<file path="src/rtl/imm_ext_pipe.sv">
`default_nettype none
// ============================================================================
// Module   : imm_ext_pipe
// Purpose  : Pipelined immediate-extension unit for the CPU decode path.
//            Each accepted instruction word is extended according to its mode
//            (zero / sign / upper / branch / jump). The result is buffered in
//            a small FIFO so that decode and execute can stall independently.
// Ports    : clk, reset_n (async, active-low), flush (sync discard)
//            in_valid/in_ready/ins/mode         - producer handshake
//            out_valid/out_ready/imm_ext/illegal - consumer handshake
//            stat_ops/stat_illegal               - saturating op counters
//                                                  (IMM_EXT_STATS_EN only)
// Config   : define IMM_EXT_STATS_EN to add the statistics counters.
// Revision : 1.0 - initial release
// ============================================================================
module imm_ext_pipe #(
  parameter int DATA_W = 32,
  parameter int IMM_W  = 16,
  parameter int JMP_W  = 26,
  parameter int DEPTH  = 2
) (
  input  logic              clk,
  input  logic              reset_n,
  input  logic              flush,
  input  logic              in_valid,
  output logic              in_ready,
  input  logic [DATA_W-1:0] ins,
  input  logic [2:0]        mode,
  output logic              out_valid,
  input  logic              out_ready,
  output logic [DATA_W-1:0] imm_ext,
  output logic              illegal
`ifdef IMM_EXT_STATS_EN
  ,
  output logic [31:0]       stat_ops,
  output logic [15:0]       stat_illegal
`endif
);

  localparam int AW = (DEPTH > 1) ? $clog2(DEPTH) : 1;
  localparam int CW = AW + 1;
  localparam logic [CW-1:0] FULL_CNT = CW'(DEPTH);

  localparam logic [2:0] MODE_ZERO   = 3'd0;
  localparam logic [2:0] MODE_SIGN   = 3'd1;
  localparam logic [2:0] MODE_UPPER  = 3'd2;
  localparam logic [2:0] MODE_BRANCH = 3'd3;
  localparam logic [2:0] MODE_JUMP   = 3'd4;

  // --------------------------------------------------------------------------
  // Extension datapath (write side)
  // --------------------------------------------------------------------------
  logic [IMM_W-1:0]  imm;
  logic [DATA_W-1:0] zext;
  logic [DATA_W-1:0] sext;
  logic [DATA_W-1:0] wr_data;
  logic              wr_illegal;

  // Upper instruction bits are don't-care for some modes; fold them here so
  // they are not reported as dangling.
  logic unused_ins_bits;
  assign unused_ins_bits = ^ins;

  always_comb begin
    imm        = ins[IMM_W-1:0];
    zext       = {{(DATA_W-IMM_W){1'b0}}, imm};
    sext       = {{(DATA_W-IMM_W){imm[IMM_W-1]}}, imm};
    wr_data    = '0;
    wr_illegal = 1'b0;
    case (mode)
      MODE_ZERO:   wr_data = zext;
      MODE_SIGN:   wr_data = sext;
      MODE_UPPER:  wr_data = zext << IMM_W;
      // The two bits shifted past the MSB are simply lost.
      MODE_BRANCH: wr_data = sext << 2;
      MODE_JUMP:   wr_data = {{(DATA_W-JMP_W){1'b0}}, ins[JMP_W-1:0]} << 2;
      default:     wr_illegal = 1'b1;
    endcase
  end

  // --------------------------------------------------------------------------
  // FIFO control
  // --------------------------------------------------------------------------
  logic [AW-1:0] wr_ptr_q, wr_ptr_d;
  logic [AW-1:0] rd_ptr_q, rd_ptr_d;
  logic [CW-1:0] count_q,  count_d;
  logic          accept;
  logic          wr_en;
  logic          rd_en;

  logic [DATA_W:0] fifo_mem [DEPTH];
  logic [DATA_W:0] head;

  assign in_ready  = (count_q != FULL_CNT);
  assign out_valid = (count_q != '0);
  assign accept    = in_valid && in_ready;
  // flush wins over both sides of the handshake in the same cycle.
  assign wr_en     = accept && !flush;
  assign rd_en     = out_valid && out_ready && !flush;

  always_comb begin
    wr_ptr_d = wr_ptr_q;
    rd_ptr_d = rd_ptr_q;
    count_d  = count_q;
    if (flush) begin
      wr_ptr_d = '0;
      rd_ptr_d = '0;
      count_d  = '0;
    end else begin
      if (wr_en) wr_ptr_d = wr_ptr_q + 1'b1;
      if (rd_en) rd_ptr_d = rd_ptr_q + 1'b1;
      case ({wr_en, rd_en})
        2'b10:   count_d = count_q + 1'b1;
        2'b01:   count_d = count_q - 1'b1;
        default: count_d = count_q;
      endcase
    end
  end

  always_ff @(posedge clk or negedge reset_n) begin
    if (!reset_n) begin
      wr_ptr_q <= '0;
      rd_ptr_q <= '0;
      count_q  <= '0;
    end else begin
      wr_ptr_q <= wr_ptr_d;
      rd_ptr_q <= rd_ptr_d;
      count_q  <= count_d;
    end
  end

  // Storage needs no reset: the outputs are masked whenever the FIFO is empty.
  always_ff @(posedge clk) begin
    if (wr_en) fifo_mem[wr_ptr_q] <= {wr_illegal, wr_data};
  end

  assign head    = fifo_mem[rd_ptr_q];
  assign imm_ext = out_valid ? head[DATA_W-1:0] : '0;
  assign illegal = out_valid && head[DATA_W];

  // --------------------------------------------------------------------------
  // Statistics (saturating, cleared by reset only; flushed writes still count)
  // --------------------------------------------------------------------------
`ifdef IMM_EXT_STATS_EN
  logic [31:0] stat_ops_q, stat_ops_d;
  logic [15:0] stat_illegal_q, stat_illegal_d;

  always_comb begin
    stat_ops_d     = stat_ops_q;
    stat_illegal_d = stat_illegal_q;
    if (accept && !(&stat_ops_q)) stat_ops_d = stat_ops_q + 1'b1;
    if (accept && wr_illegal && !(&stat_illegal_q)) stat_illegal_d = stat_illegal_q + 1'b1;
  end

  always_ff @(posedge clk or negedge reset_n) begin
    if (!reset_n) begin
      stat_ops_q     <= '0;
      stat_illegal_q <= '0;
    end else begin
      stat_ops_q     <= stat_ops_d;
      stat_illegal_q <= stat_illegal_d;
    end
  end

  assign stat_ops     = stat_ops_q;
  assign stat_illegal = stat_illegal_q;
`endif

endmodule
`default_nettype wire
</file>
<file path="config.mk">
export PLATFORM = sky130hd
export DESIGN_NAME = imm_ext_pipe
export DESIGN_NICKNAME = d
export VERILOG_FILES = /design/src/rtl/imm_ext_pipe.sv
export SDC_FILE = /design/constraint.sdc
export NUM_CORES = 1
export LEC_CHECK = 0
export ABC_CLOCK_PERIOD_IN_PS = 4590
export CAP_MARGIN = 20
export CORE_MARGIN = 2
export CORE_UTILIZATION = 50
export CTS_CLUSTER_SIZE = 28
export DETAILED_ROUTE_END_ITERATION = 12
export GPL_ROUTABILITY_DRIVEN = 1
export MAX_ROUTING_LAYER = met4
export PLACE_DENSITY_LB_ADDON = 0.25
export RECOVER_POWER = 100
export SLEW_MARGIN = 30
export SYNTH_ARGS = -nofsm -noshare
export SYNTH_HDL_FRONTEND = slang
export SYNTH_SLANG_ARGS = --single-unit
</file>
<file path="constraint.sdc">
create_clock -name clk -period 4.59 [get_ports clk]
set_clock_uncertainty 0.15 [all_clocks]
set_input_delay 0.459 -clock clk [delete_from_list [all_inputs] [get_ports clk]]
set_output_delay 0.459 -clock clk [all_outputs]
set_load 0.02 [all_outputs]
</file>
==> impl_metrics.csv, run 1 <==
group,metric,value,unit
cells_and_area,n_antenna_cell,0,
timing,tightest_slew,1.93,ns
worst_setup_path,cp_max_fo,22,
pwr,leakagePower,1.51,nW
pwr,power_frac_seq,52.3,%
grt,antenna_found_initial,0,
place,pre_cts_ws,1.85,ns
clock_tree,clockRootBuffer,"clkbuf_8",
worst_setup_path,cp-end-kind,"output pin",
pwr,p_comb_share,15.7,%
clock_tree,hold_buffers,0,
logic_synthesis,yosys.area.top_type_share,59.1,%
cells_and_area,fin_cells,422,
grt,grt_pass1_vias,2217,
floorplan,row_count,29,
pwr,internal_power,1.08,mW
logic_synthesis,synth_nets,315,
place,dp_cells,406,
clock_tree,cts_resized,0,
cells_and_area,fill_cells,497,
routing,drt-wirelength-per-cell,16.3,um
routing,drc,6,
timing,drv_slew,68,
timing,max_slew_margin,-28.7,%
pwr,p_sw_share,24.9,%
status,outcome,"finished, violations left",
logic_synthesis,yosysMostFrequentCell,"edfxtp_1",
timing,whs,0.250,ns
routing,drt_iter0_markers,241,
status,violations,"DRC, capacitance limit, slew limit",
job,cap_violations,2,
cells_and_area,drive_above_1_share,4.93,%
timing,period_needed,3.22,ns
floorplan,io_pins,75,
min_path,hp-class,"in2async",
worst_setup_path,arrival,2.61,ns
logic_synthesis,yosysUniqueCellTypes,28,
floorplan,die-area,0.00737,mm^2
place,gp_congestion,0.840,
timing,clock.fmax,310,MHz
worst_setup_path,critPathKind,"reg2out",
clock_tree,cts.sinks,70,
clock_tree,cts_tree,"yes",
routing,viasPerCell,5.59,
place,hpwl,4640,um
clock_tree,htreeDepth,3,
pwr,power_frac_clock,32.0,%
clock_tree,clkTransAtPathRegs,0.07,ns
pwr,p_sw,0.358,mW
timing,rsz0062_at_grt,"false",
floorplan,die_w,85.9,um
clock_tree,cts_buffers,9,
logic_synthesis,yosysSeqAreaShare,62.1,%
timing,finalSetupViolCount,0,
timing,finalSetupTns,0,ns
grt,grt_util_all_layers,20.2,%
logic_synthesis,synth_ff_type,"edfxtp_1",
routing,drt_wl_total,6880,um
place,port_buffers,68,
logic_synthesis,synth_common_cells,"edfxtp_1, nor2_1, mux2i_1",
logic_synthesis,yosysTopAreaCell,"edfxtp_1",
worst_setup_path,required,3.98,ns
routing,vias,2360,
clock_tree,cts_buffer_depth,2,
logic_synthesis,synth.avg_cell_area,12.2,um^2
clock_tree,post_cts_buffers,0,
grt,grt_pass1_wl,10900,um
cells_and_area,fin_nets,380,
pwr,power_density,339,mW/mm^2
routing,detail-route-antenna-nets,0,
timing,fin_crit_sh,70.2,%
logic_synthesis,synth_area,0.00335,mm^2
pwr,ir_drop,0.175,mV
logic_synthesis,synthTopCellsByArea,"edfxtp_1, mux2i_1, nor2_1, nor2b_1, a21oi_1",
clock_tree,clkLatencyLatePin,0.33,ns
logic_synthesis,yosysWarnings,0,
floorplan,die_h,85.9,um
routing,firstDrtPassIters,9,
timing,setup_ws,1.37,ns
worst_setup_path,startpoint_type,"flip-flop",
logic_synthesis,async_flop_share,5.71,%
cells_and_area,area_growth,26.5,%
timing,finalHoldViolCount,0,
grt,grt_max_degree,35,
logic_synthesis,syn_inst,275,
floorplan,start_util,52.2,%
logic_synthesis,synth_edf_count,66,
logic_synthesis,synth.ff_latch_count,70,
floorplan,coreArea,0.00642,mm^2
grt,overflow,0,
==> critical path, stage by stage, from the launching register on <==
cell           delay (ns)
dfrtp_1              0.44
nor2_1               0.67
buf_4                0.39
nor2_1               0.10
dlygate4sd3_1        0.66
==> per-layer routing <==
| metal | vias to the layer above | wire length [um] | track usage [%] |
|---|---|---|---|
| met5 | - | 0 | - |
| met4 | 0 | 80 | 7.65 |
| met3 | 11 | 354 | 3.85 |
| met2 | 84 | 3470 | 31.9 |
| met1 | 1123 | 2970 | 26.1 |
| li1 | 1142 | - | - |
==> state kept, by name, summed over array words and instances, names as in the netlist <==
register / cells
count_q: 2
fifo_mem: 66
rd_ptr_q: 1
wr_ptr_q: 1
==> layout by cell type, fill, tap and decap left out <==
cell | synthesis | layout
edfxtp_1 | 66 | 66
nor2b_1 | 18 | 18
and2b_1 | 2 | 2
nand3b_1 | 1 | 1
nand2_1 | 8 | 8
nand3_1 | 1 | 1
clkbuf_1 | 5 | 5
buf_4 | 5 | 2
bufinv_16 | 0 | 1
clkbuf_8 | 0 | 9
inv_1 | 12 | 13
or3_2 | 1 | 1
clkdlybuf4s50_1 | 0 | 31
clkinv_2 | 0 | 1
and3b_1 | 1 | 1
a22oi_1 | 11 | 11
nor3b_1 | 3 | 3
clkinv_1 | 0 | 2
o2bb2ai_1 | 4 | 4
o21ai_0 | 14 | 14
xor2_1 | 1 | 1
nor2_1 | 38 | 38
clkinvlp_4 | 0 | 1
or4b_1 | 1 | 1
a31o_2 | 1 | 1
a21oi_1 | 21 | 21
dfrtp_1 | 4 | 3
mux2i_1 | 34 | 34
nor3_1 | 1 | 1
dfrtp_4 | 0 | 1
a211oi_1 | 1 | 1
dlygate4sd3_1 | 0 | 37
a31oi_1 | 1 | 1
o32ai_1 | 10 | 10
==> cells by family (layout without fill, tap and decap cells) <==
logic type                count (synthesis)  count (layout)  share of synthesized area (%)
xor gates and xnor gates                  1               1                          0.261
buffers and inverters                    32             102                           4.48
DFF                                      70              70                           62.1
and+or+nand+nor                          75              75                           10.9
muxes                                    34              34                           10.2
AOI/OAI and AO/OA                        63              63                           12.0
==> path summary, 6_finish.rpt <==
check / startpoint / end / slack [ns] / cells past startpoint
max: count_q[0] / imm_ext[11] / 1.37 / 4
min in group clk: wr_ptr_q / wr_ptr_q / 0.44 / 2
max in group asynchronous: reset_n / rd_ptr_q / 3.84 / 1
min: reset_n / count_q[1] / 0.25 / 1
min reg2reg: wr_ptr_q / wr_ptr_q / 0.44 / 2
max reg2reg: count_q[1] / fifo_mem[1][5] / 1.60 / 5
==> through the flow <==
| step | area, um^2 | util, % | power (mW) |
|---|---|---|---|
| after floorplan | 3350 | - | 0.898 |
| after global placement | 4080 | 63.5 | 0.998 |
| after detailed placement | 4080 | 63.5 | 1.00 |
| after CTS | 4260 | 66.3 | 1.46 |
| after global routing | 4240 | 66.0 | 1.50 |
| final | 4240 | 66.0 | 1.44 |
==> power groups by stage <==
stage	clock network, mW	registers [mW]	logic [mW]
6_report	0.460	0.752	0.226
5_1_grt	0.500	0.755	0.246
4_1_cts	0.466	0.751	0.240
3_5_place_dp	0	0.765	0.239
3_3_place_gp	0	0.764	0.234
2_1_floorplan	0	0.750	0.147
==> area by class of cell <==
type	count	area [um^2]	area share, %
repair buffers	73	707	16.7
multi-input cells	173	1120	26.4
well taps	77	96.3	2.27
clock inverters	5	50.0	1.18
flip-flops and latches	70	2090	49.2
inverters	13	48.8	1.15
clock buffers	11	131	3.10
No activity file was read; power rests on OpenSTA's default activity.
==> run 2, diff against run 1 <==
--- a/config.mk
+++ b/config.mk
@@ -5,7 +5,7 @@
 export SDC_FILE = /design/constraint.sdc
 export NUM_CORES = 1
 export LEC_CHECK = 0
-export ABC_CLOCK_PERIOD_IN_PS = 4590
+export ABC_CLOCK_PERIOD_IN_PS = 3200
 export CAP_MARGIN = 20
 export CORE_MARGIN = 2
 export CORE_UTILIZATION = 50
==> constraint.sdc (replaced) <==
create_clock -name clk -period 3.2 [get_ports clk]
set_clock_uncertainty 0.15 [all_clocks]
set_input_delay 0.32 -clock clk [delete_from_list [all_inputs] [get_ports clk]]
set_output_delay 0.32 -clock clk [all_outputs]
set_load 0.02 [all_outputs]
==> run 2 against run 1 <==
Net effect:
- the flow finishes with violations (DRC)
- count of clock-buffer cells in the layout increased by 4
- wire length grew 1.0%
- sequential cell count unchanged
- first-iteration DRC count did not move
- utilization grew 0.95 points
- critical path depth unchanged
- critical path type unchanged
- combinational power increased by 57%
- hold slack got worse by 0.15 ns
- cell count up 0.95%
- design area is 1.4% higher
- sequential share of layout area fell by 0.76 points
==> impl_metrics.csv, run 2 (synthesis results as in run 1) <==
group,metric,value,unit
routing,vias,2364,
clock_tree,clkLatencyLatePin,0.33,ns
grt,grt_pass1_wl,11200,um
timing,finalHoldViolCount,0,
routing,drt-wirelength-per-cell,16.3,um
worst_setup_path,cpPeakStageDelay,0.68,ns
routing,firstDrtPassIters,8,
cells_and_area,most-common-layout-cells,"edfxtp_1, nor2_1, dlygate4sd3_1",
pwr,finalPower,2.06,mW
worst_setup_path,cp_max_fo,12,
routing,viasPerCell,5.55,
timing,tightest_slew,0.956,ns
place,placed_cell_area,0.00413,mm^2
worst_setup_path,cp-end-kind,"output pin",
timing,setup_ws,0.521,ns
floorplan,die_h,85.9,um
pwr,p_comb_share,17.2,%
timing,finalSetupTns,0,ns
floorplan,start_util,52.2,%
clock_tree,htreeDepth,3,
worst_setup_path,r2r_end,"fifo_mem[1][5]",
cells_and_area,seqCellArea,0.00208,mm^2
timing,max_slew_margin,36.3,%
status,outcome,"finished, violations left",
grt,grt_util_all_layers,20.6,%
worst_setup_path,r2r-start,"count_q[1]",
worst_setup_path,path_cells,"nor2_2 -> clkbuf_1 -> nor2_1 -> dlygate4sd3_1",
worst_setup_path,r2r_slack,0.91,ns
clock_tree,cts_buffers,9,
clock_tree,cts_buffer_depth,2,
cells_and_area,fin_nets,384,
cells_and_area,multiInputGateArea,0.00114,mm^2
worst_setup_path,r2r_cells,5,
floorplan,row_count,29,
floorplan,die-area,0.00737,mm^2
pwr,power_frac_seq,51.6,%
worst_setup_path,slowest_stage,"dlygate4sd3_1",
cells_and_area,drive_above_1_share,7.45,%
timing,fin_crit_sh,83.7,%
place,port_buffers,68,
pwr,power_frac_clock,31.2,%
timing,clock.fmax,373,MHz
pwr,p_sw,0.508,mW
worst_setup_path,crit_family,"buffers and inverters",
cells_and_area,area_growth,28.3,%
clock_tree,hold_buffers,0,
routing,drc,4,
timing,finalSetupViolCount,0,
worst_setup_path,critical_path_buf_inv_count,2,
timing,drv_slew,0,
pwr,ir_drop,0.280,mV
worst_setup_path,arrival,2.21,ns
cells_and_area,final_common_cell,"edfxtp_1",
place,gp_congestion,0.834,
clock_tree,post_cts_buffers,0,
routing,drt_wl_total,6950,um
floorplan,coreArea,0.00642,mm^2
cells_and_area,biggestRegsByFlops,"fifo_mem x66, count_q x2",
pwr,leakagePower,1.55,nW
cells_and_area,largest_reg_flops,66,
clock_tree,cts_resized,0,
grt,antenna_found_initial,0,
cells_and_area,n_antenna_cell,0,
grt,grt_max_degree,35,
pwr,p_sw_share,24.7,%
floorplan,die_w,85.9,um
pwr,internal_power,1.55,mW
worst_setup_path,critPathKind,"reg2out",
cells_and_area,final_cell_area,0.00430,mm^2
timing,rsz0062_at_grt,"false",
floorplan,io_pins,75,
pwr,power_density,478,mW/mm^2
grt,grt_pass1_vias,2364,
cells_and_area,fill_cells,493,
place,hpwl,4770,um
clock_tree,clockRootBuffer,"clkbuf_8",
min_path,hp-class,"in2async",
status,violations,"DRC",
place,pre_cts_ws,0.872,ns
clock_tree,cts.sinks,70,
worst_setup_path,required,2.73,ns
timing,period_needed,2.68,ns
grt,overflow,0,
job,cap_violations,0,
clock_tree,clkTransAtPathRegs,0.07,ns
worst_setup_path,startpoint_type,"flip-flop",
cells_and_area,largest_register,"fifo_mem",
routing,drt_iter0_markers,241,
routing,detail-route-antenna-nets,0,
clock_tree,cts_tree,"yes",
run 2: cell type report:
type | instances | share of cell area (%)
flip-flops and latches | 70 | 48.5
multi-input cells | 173 | 26.6
repair buffers | 77 | 17.3
clock buffers | 15 | 4.10
well taps | 77 | 2.24
inverters | 13 | 1.14
clock inverters | 1 | 0.116
run 2: worst max-delay path by stage:
stage                     from         endpoint  slack [ns]  cells after the start
finish              count_q[0]      imm_ext[22]        0.52                      4
global route        count_q[0]      imm_ext[10]        0.39                      4
CTS                   rd_ptr_q      imm_ext[21]        0.83                      4
detailed placement     mode[1]  fifo_mem[1][12]        0.87                      3
global placement       mode[1]  fifo_mem[0][12]        0.93                      3
floorplan           count_q[1]   fifo_mem[1][0]        0.42                      4
run 2: per-layer routing:
| layer | vias to the layer above | share of wire (%) | global-route usage [%] |
|---|---|---|---|
| li1 | 1152 | - | - |
| met1 | 1125 | 44 | 25.6 |
| met5 | - | 0 | - |
| met4 | 0 | 1.8 | 9.24 |
| met2 | 76 | 49 | 33.3 |
| met3 | 11 | 4.6 | 3.18 |
run 2: worst register-to-register path, cell delays in order (launching register included):
cell and delay, ns:
dfrtp_1 0.44, nor2b_1 0.19, inv_1 0.08, nand2_1 0.13, nor3b_4 0.21, clkbuf_2 0.71
run 2: per-stage QoR:
| stage | hold WS, ns | std cells | utilization, % |
|---|---|---|---|
| after global placement | 0.391 | 410 | 64.3 |
| after detailed placement | 0.397 | 410 | 64.3 |
| after floorplan | -0.126 | 275 | - |
| after global routing | 0.120 | 426 | 66.9 |
| after CTS | 0.0318 | 426 | 67.2 |
| final | 0.104 | 426 | 66.9 |
run 2: power by group through the flow:
stage / Clock [mW] / Combinational, mW / Sequential (mW)
3_3_place_gp: 0 / 0.366 / 1.08
6_report: 0.642 / 0.354 / 1.06
3_5_place_dp: 0 / 0.372 / 1.08
2_1_floorplan: 0 / 0.212 / 1.08
4_1_cts: 0.659 / 0.373 / 1.06
5_1_grt: 0.697 / 0.384 / 1.06
